===== config.mk =====
export PLATFORM = sky130hd
export DESIGN_NAME = mem_arbiter
export DESIGN_NICKNAME = d
export VERILOG_FILES = /design/src/rtl/mem_arb_pkg.sv /design/src/rtl/mem_arb_pick.sv /design/src/rtl/mem_arbiter.sv
export SDC_FILE = /design/constraint.sdc
export NUM_CORES = 1
export LEC_CHECK = 0
export BUFFER_PORTS_ARGS = -buffer_cell sky130_fd_sc_hd__buf_4
export CAP_MARGIN = 15
export CORE_ASPECT_RATIO = 0.9
export CORE_MARGIN = 1.5
export CORE_UTILIZATION = 40
export CTS_CLUSTER_DIAMETER = 40
export DETAILED_ROUTE_END_ITERATION = 7
export PLACE_DENSITY = 0.87
export SETUP_SLACK_MARGIN = 0.1
export SYNTH_ARGS = -nofsm -noshare
export SYNTH_HDL_FRONTEND = slang
export SYNTH_SLANG_ARGS = --single-unit

===== constraint.sdc =====
create_clock -name clk -period 1.9 [get_ports clk]
set_input_delay 0.285 -clock clk [delete_from_list [all_inputs] [get_ports clk]]
set_output_delay 0.285 -clock clk [all_outputs]
set_load 0.02 [all_outputs]

===== src/rtl/mem_arb_pkg.sv =====
`default_nettype none
// ============================================================================
//  Module   : mem_arb_pkg
//  Brief    : Shared types and constants for the data-RAM arbiter.
//  Revision : 1.0 - initial release
// ============================================================================
package mem_arb_pkg;

    // Access sequencing states; every access walks all four in order.
    typedef enum logic [1:0] {
        IDLE  = 2'b00,
        ISSUE = 2'b01,
        WAIT  = 2'b10,
        DONE  = 2'b11
    } state_t;

    // Current RAM owner, encoded as seen on the owner output.
    typedef enum logic [1:0] {
        OWN_NONE = 2'b00,
        OWN_CPU  = 2'b01,
        OWN_DBG  = 2'b10
    } owner_t;

    // Width of the debug starvation counter (covers MAX_WAIT up to 15).
    localparam int WAIT_W = 4;

endpackage
`default_nettype wire


===== src/rtl/mem_arb_pick.sv =====
`default_nettype none
// ============================================================================
//  Module   : mem_arb_pick
//  Brief    : Combinational winner selection between CPU and debug requests
//             with a starvation counter that forces a debug win after
//             MAX_WAIT consecutive losses.
//  Revision : 1.0 - initial release
// ============================================================================
module mem_arb_pick
    import mem_arb_pkg::*;
#(
    parameter int MAX_WAIT = 4
) (
    input  logic              cpu_req_i,
    input  logic              dbg_req_i,
    input  logic [WAIT_W-1:0] wait_cnt_i,
    output owner_t            grant_o,
    output logic [WAIT_W-1:0] wait_cnt_o
);

    localparam logic [WAIT_W-1:0] MAX_WAIT_C = WAIT_W'(MAX_WAIT);

    // CPU has priority until debug has lost MAX_WAIT times in a row; the
    // counter is cleared whenever debug is not contending or wins.
    always_comb begin
        grant_o    = OWN_NONE;
        wait_cnt_o = '0;
        if (cpu_req_i && dbg_req_i) begin
            if (wait_cnt_i < MAX_WAIT_C) begin
                grant_o    = OWN_CPU;
                wait_cnt_o = wait_cnt_i + WAIT_W'(1);
            end else begin
                grant_o    = OWN_DBG;
            end
        end else if (cpu_req_i) begin
            grant_o = OWN_CPU;
        end else if (dbg_req_i) begin
            grant_o = OWN_DBG;
        end
    end

endmodule
`default_nettype wire


===== src/rtl/mem_arbiter.sv =====
`default_nettype none
// ============================================================================
//  Module   : mem_arbiter
//  Brief    : Shares the single-port data RAM between the CPU load/store path
//             and the debug/loader port. Every access takes IDLE->ISSUE->
//             WAIT->DONE; all outputs except cpu_stall are registered.
//  Revision : 1.0 - initial release
// ============================================================================
module mem_arbiter
    import mem_arb_pkg::*;
#(
    parameter int RAM_DEPTH = 1024,
    parameter int MAX_WAIT  = 4
) (
    input  logic                         clk,
    input  logic                         rst_n,
    input  logic                         cpu_req,
    input  logic                         cpu_we,
    input  logic [31:0]                  cpu_addr,
    input  logic [31:0]                  cpu_wdata,
    output logic [31:0]                  cpu_rdata,
    output logic                         cpu_done,
    output logic                         cpu_err,
    output logic                         cpu_stall,
    input  logic                         dbg_req,
    input  logic                         dbg_we,
    input  logic [31:0]                  dbg_addr,
    input  logic [31:0]                  dbg_wdata,
    output logic [31:0]                  dbg_rdata,
    output logic                         dbg_done,
    output logic                         dbg_err,
    output logic [$clog2(RAM_DEPTH)-1:0] ram_addr,
    output logic [31:0]                  ram_wdata,
    output logic                         ram_re,
    output logic                         ram_we,
    input  logic [31:0]                  ram_rdata,
    output logic [1:0]                   owner
);

    localparam int ADDR_W = $clog2(RAM_DEPTH);

    state_t              state_q, state_d;
    owner_t              owner_q, owner_d;
    logic                we_q, we_d;
    logic                err_q, err_d;
    logic [WAIT_W-1:0]   wait_q, wait_d;
    logic [ADDR_W-1:0]   ram_addr_q, ram_addr_d;
    logic [31:0]         ram_wdata_q, ram_wdata_d;
    logic                ram_re_q, ram_re_d;
    logic                ram_we_q, ram_we_d;
    logic [31:0]         cpu_rdata_q, cpu_rdata_d;
    logic [31:0]         dbg_rdata_q, dbg_rdata_d;
    logic                cpu_done_q, cpu_done_d;
    logic                dbg_done_q, dbg_done_d;
    logic                cpu_err_q, cpu_err_d;
    logic                dbg_err_q, dbg_err_d;

    owner_t              w_grant;
    logic [WAIT_W-1:0]   w_wait_nxt;
    logic                w_sel_dbg;
    logic                w_sel_we;
    logic [31:0]         w_sel_addr;
    logic [31:0]         w_sel_wdata;
    logic                w_sel_err;

    mem_arb_pick #(
        .MAX_WAIT   (MAX_WAIT)
    ) u_pick (
        .cpu_req_i  (cpu_req),
        .dbg_req_i  (dbg_req),
        .wait_cnt_i (wait_q),
        .grant_o    (w_grant),
        .wait_cnt_o (w_wait_nxt)
    );

    // Mux the winning port's fields and reject misaligned or out-of-range
    // byte addresses (anything at or above 4*RAM_DEPTH).
    always_comb begin
        w_sel_dbg   = (w_grant == OWN_DBG);
        w_sel_we    = w_sel_dbg ? dbg_we    : cpu_we;
        w_sel_addr  = w_sel_dbg ? dbg_addr  : cpu_addr;
        w_sel_wdata = w_sel_dbg ? dbg_wdata : cpu_wdata;
        w_sel_err   = (w_sel_addr[1:0] != 2'b00) || (|(w_sel_addr >> (ADDR_W + 2)));
    end

    // Next-state and registered-output logic; pulses default low each cycle.
    always_comb begin
        state_d     = state_q;
        owner_d     = owner_q;
        we_d        = we_q;
        err_d       = err_q;
        wait_d      = wait_q;
        ram_addr_d  = ram_addr_q;
        ram_wdata_d = ram_wdata_q;
        ram_re_d    = 1'b0;
        ram_we_d    = 1'b0;
        cpu_rdata_d = cpu_rdata_q;
        dbg_rdata_d = dbg_rdata_q;
        cpu_done_d  = 1'b0;
        dbg_done_d  = 1'b0;
        cpu_err_d   = 1'b0;
        dbg_err_d   = 1'b0;
        case (state_q)
            IDLE: begin
                wait_d = w_wait_nxt;
                if (w_grant != OWN_NONE) begin
                    owner_d     = w_grant;
                    we_d        = w_sel_we;
                    err_d       = w_sel_err;
                    ram_addr_d  = w_sel_addr[ADDR_W+1:2];
                    ram_wdata_d = w_sel_wdata;
                    // Strobe registered here so it is visible exactly in ISSUE.
                    ram_re_d    = !w_sel_we && !w_sel_err;
                    ram_we_d    =  w_sel_we && !w_sel_err;
                    state_d     = ISSUE;
                end
            end
            ISSUE: begin
                state_d = WAIT;
            end
            WAIT: begin
                // RAM read data arrives this cycle; route it to the owner only.
                if (!we_q && !err_q) begin
                    if (owner_q == OWN_CPU) begin
                        cpu_rdata_d = ram_rdata;
                    end else if (owner_q == OWN_DBG) begin
                        dbg_rdata_d = ram_rdata;
                    end
                end
                cpu_done_d = (owner_q == OWN_CPU);
                dbg_done_d = (owner_q == OWN_DBG);
                cpu_err_d  = (owner_q == OWN_CPU) && err_q;
                dbg_err_d  = (owner_q == OWN_DBG) && err_q;
                state_d    = DONE;
            end
            DONE: begin
                owner_d = OWN_NONE;
                state_d = IDLE;
            end
            default: begin
                state_d = IDLE;
            end
        endcase
    end

    // State and output registers; reset abandons any in-flight access.
    always_ff @(posedge clk or negedge rst_n) begin
        if (!rst_n) begin
            state_q     <= IDLE;
            owner_q     <= OWN_NONE;
            we_q        <= 1'b0;
            err_q       <= 1'b0;
            wait_q      <= '0;
            ram_addr_q  <= '0;
            ram_wdata_q <= '0;
            ram_re_q    <= 1'b0;
            ram_we_q    <= 1'b0;
            cpu_rdata_q <= '0;
            dbg_rdata_q <= '0;
            cpu_done_q  <= 1'b0;
            dbg_done_q  <= 1'b0;
            cpu_err_q   <= 1'b0;
            dbg_err_q   <= 1'b0;
        end else begin
            state_q     <= state_d;
            owner_q     <= owner_d;
            we_q        <= we_d;
            err_q       <= err_d;
            wait_q      <= wait_d;
            ram_addr_q  <= ram_addr_d;
            ram_wdata_q <= ram_wdata_d;
            ram_re_q    <= ram_re_d;
            ram_we_q    <= ram_we_d;
            cpu_rdata_q <= cpu_rdata_d;
            dbg_rdata_q <= dbg_rdata_d;
            cpu_done_q  <= cpu_done_d;
            dbg_done_q  <= dbg_done_d;
            cpu_err_q   <= cpu_err_d;
            dbg_err_q   <= dbg_err_d;
        end
    end

    assign cpu_rdata = cpu_rdata_q;
    assign cpu_done  = cpu_done_q;
    assign cpu_err   = cpu_err_q;
    assign cpu_stall = cpu_req & ~cpu_done_q;
    assign dbg_rdata = dbg_rdata_q;
    assign dbg_done  = dbg_done_q;
    assign dbg_err   = dbg_err_q;
    assign ram_addr  = ram_addr_q;
    assign ram_wdata = ram_wdata_q;
    assign ram_re    = ram_re_q;
    assign ram_we    = ram_we_q;
    assign owner     = owner_q;

endmodule
`default_nettype wire


==> metrics.cfg <==
[place]
port_buffers = 280
dp_cells = 828
hpwl_um = 10600
last_weighted_congestion_value_of_the_routability_driven_placer = 0.903

[routing]
final_antenna_net_count = 0
via_count = 4282
drc_errors = 0
drt_pre_antenna_iters = 5
postRouteWirelength_um = 14300
vias_per_cell = 4.96
first_iter_violations = 230
avgRoutedWirePerCell_um = 16.5

[yosys]
synth_enable_flop_cells = 0
synth_fp_nets = 573
yosysUniqueCellTypes = 31
synth_top_flop_cell = dfrtp_1
syn_inst = 403
ys.warnings.count = 0
mappedNetlistArea_mm2 = 0.00508
synth_seq_cells = 122
seq_total_area_yosys_pct = 60.1
proportion_of_register_bits_with_asynchronous_set_or_reset_after_synthesis_pct = 100
syn-mean-instance-area_um2 = 12.6

[sta]
fin_tns_setup_ns = 0
period_needed_ns = 1.77
clock-skew-final_ns = 0.00653
maxSlewViolCount = 0
fmax_mhz = 566
worst_slew_pin_tran_ns = 0.652
slew_headroom_pct = 56.5
timing.final.setup_violations = 0
finalCritPeriodShare_pct = 93.0
final-hold-violation-count = 0
unrepaired_setup_endpoints_after_global_routing = yes

[cts]
cts_made_buffers = 17
path_clk_slew_ns = 0.06
cts_htree_levels = 4
clk_latency_ns = 0.40
cts_max_path_buffers = 2
root_buffer = clkbuf_16
clock-sinks = 122
cts_tree = done

[pwr]
power_leakage_uw = 0.00394
pwr_density_cell_mw_per_mm2 = 1260
power.ir.vdd_worst_uv = 803

[global_route]
grt_start_max_net_pins = 123
number_of_antenna_violations_at_the_first_check_in_global_routing = 0
grt_pass1_wl_um = 21700
grt_use_total_pct = 21.4
grt_pass1_vias = 4309
grt_overflow = 0

[final_layout]
final_core_util_pct = 65.7
final_layout_size_suffix_gt1_share_pct = 55.3
synthToLayoutAreaGrowth_pct = 57.9
layoutNonFillerInstCount = 863
num-nets-final = 860
insertedDiodeCount = 0
fillerInstances = 884

[critical_path]
crit_chain = or3b_4, a2111o_1, o22a_1, mux2_2
crit_buf_inv = 0
worst_path_max_delay_cell = or3b_4
worst_setup_path_end_kind = register
timing.critical_path.required_ns = 2.19
criticalPathCategory = register to register
timing.critical_path.arrival_ns = 2.05
crit_fanout = 3
timing.critical_path.from_type = register
critical-path-max-stage-delay_ns = 0.41
crit_family = compound AO/OA/AOI/OAI gates

[floorplanning]
die_height_um = 110
initial_util_pct = 41.6
std_cell_rows = 38
design.portCount = 281
die-width_um = 122
dieArea_mm2 = 0.0134
coreArea_mm2 = 0.0122

[run]
cap_viol_max_count = 0

[run_status]
status = completed

[min_path]
worstHoldPathType = input port to register

## routing by layer
| metal | global-route usage, % | up-vias | part of all wire, % |
|---|---|---|---|
| met4 | 9.24 | 0 | 2.2 |
| met1 | 25.0 | 2041 | 39 |
| li1 | - | 1999 | - |
| met2 | 35.9 | 217 | 50 |
| met3 | 7.62 | 25 | 9.1 |
| met5 | 0 | - | 0 |
## kinds of logic (layout without fill, tap and decap cells)
logic type               after synthesis  after routing  synth area share (%)
flip-flops                           122            122                  60.1
multiplexers                         109            109                  23.1
AND/OR/NAND/NOR                       83             83                  7.49
AO/OA/AOI/OAI                         56             56                  6.01
buffers and inverters                 29            329                  2.34
adder cells (fa/ha/maj)                4              4                 0.985
## synth_stat cells, drive strengths merged (3+ instances only)
cell type	n	share of area [%]
buf	12	1.1
nor4	9	1.1
nor2	6	0.44
mux2i	44	8.7
dfrtp	122	60
o21ai	47	4.6
nand2	50	3.7
o22ai	3	0.37
nand3	3	0.30
and2	3	0.37
mux2	65	14
inv	6	0.44
nand4	3	0.37
clkbuf	11	0.81
ha	4	0.99
## flip-flops by register name, summed over array words and instances (netlist names)
| register | cells |
|---|---|
| cpu_done | 1 |
| cpu_err | 1 |
| cpu_rdata | 32 |
| dbg_done | 1 |
| dbg_err | 1 |
| dbg_rdata | 32 |
| err_q | 1 |
| owner | 2 |
| ram_addr | 10 |
| ram_re | 1 |
| ram_wdata | 32 |
| ram_we | 1 |
| state_q | 2 |
| wait_q | 4 |
| we_q | 1 |
## report_power, final
group / total (uW) / leakage, uW / internal [uW] / switching [uW]
sequential: 3670 / 0.00147 / 3280 / 392
combinational: 3410 / 0.00219 / 1510 / 1910
clock: 3060 / 0.000279 / 1930 / 1130
## through the flow
stage	area (um2)	setup slack (ns)	hold WS, ns	total power, uW
floorplan	5080	0.125	-0.0106	5400
detailed placement	7420	-0.0297	0.437	7150
global route	8020	0.0917	0.0995	10700
global placement	7420	0.00698	0.422	6980
finish	8020	0.132	0.120	10100
CTS	8020	0.130	0.0991	10300
## area by class of cell
class                      count  area (um2)  share of cell area, %
timing repair buffer         291        2250                   28.0
clock inverter                10        90.1                   1.12
sequential                   122        3050                   38.1
tap                          160         200                   2.50
multi-input combinational    252        1920                   24.0
clock buffer                  22         484                   6.04
inverter                       6        22.5                  0.281
## path summary, 6_finish.rpt
path | cells after the start | from | slack, ns | to
max | 4 | wait_q[2] | 0.13 | err_q
min | 2 | ram_rdata[13] | 0.12 | dbg_rdata[13]
max reg2reg | 4 | wait_q[2] | 0.13 | err_q
min reg2reg | 2 | ram_wdata[5] | 0.48 | ram_wdata[5]
max in group asynchronous | 3 | rst_n | 0.89 | ram_wdata[3]
min in group asynchronous | 3 | rst_n | 0.49 | cpu_err
## timing repair
item,4_1_cts,5_1_grt
buffers inserted,2,0
endpoints found under the setup margin,1,2
hold endpoints to repair,14,0
gates resized for setup,1,0
hold buffers,1,0
pin swaps,2,1
## layout by cell type, fill, tap and decap left out, types with 3 or more instances in the layout
cell type   count
buf_12          5
buf_4         285
clkbuf_16      17
clkbuf_8        4
clkinv_2        4
clkinvlp_4      3
dfrtp_1       122
ha_1            4
inv_1           6
mux2_2         65
mux2i_1        44
nand2_1        50
nand3_1         3
nand4_1         3
nor2_1          6
nor4_1          9
o21ai_0        46
o22ai_1         3
(Power assumes the default switching activity.)
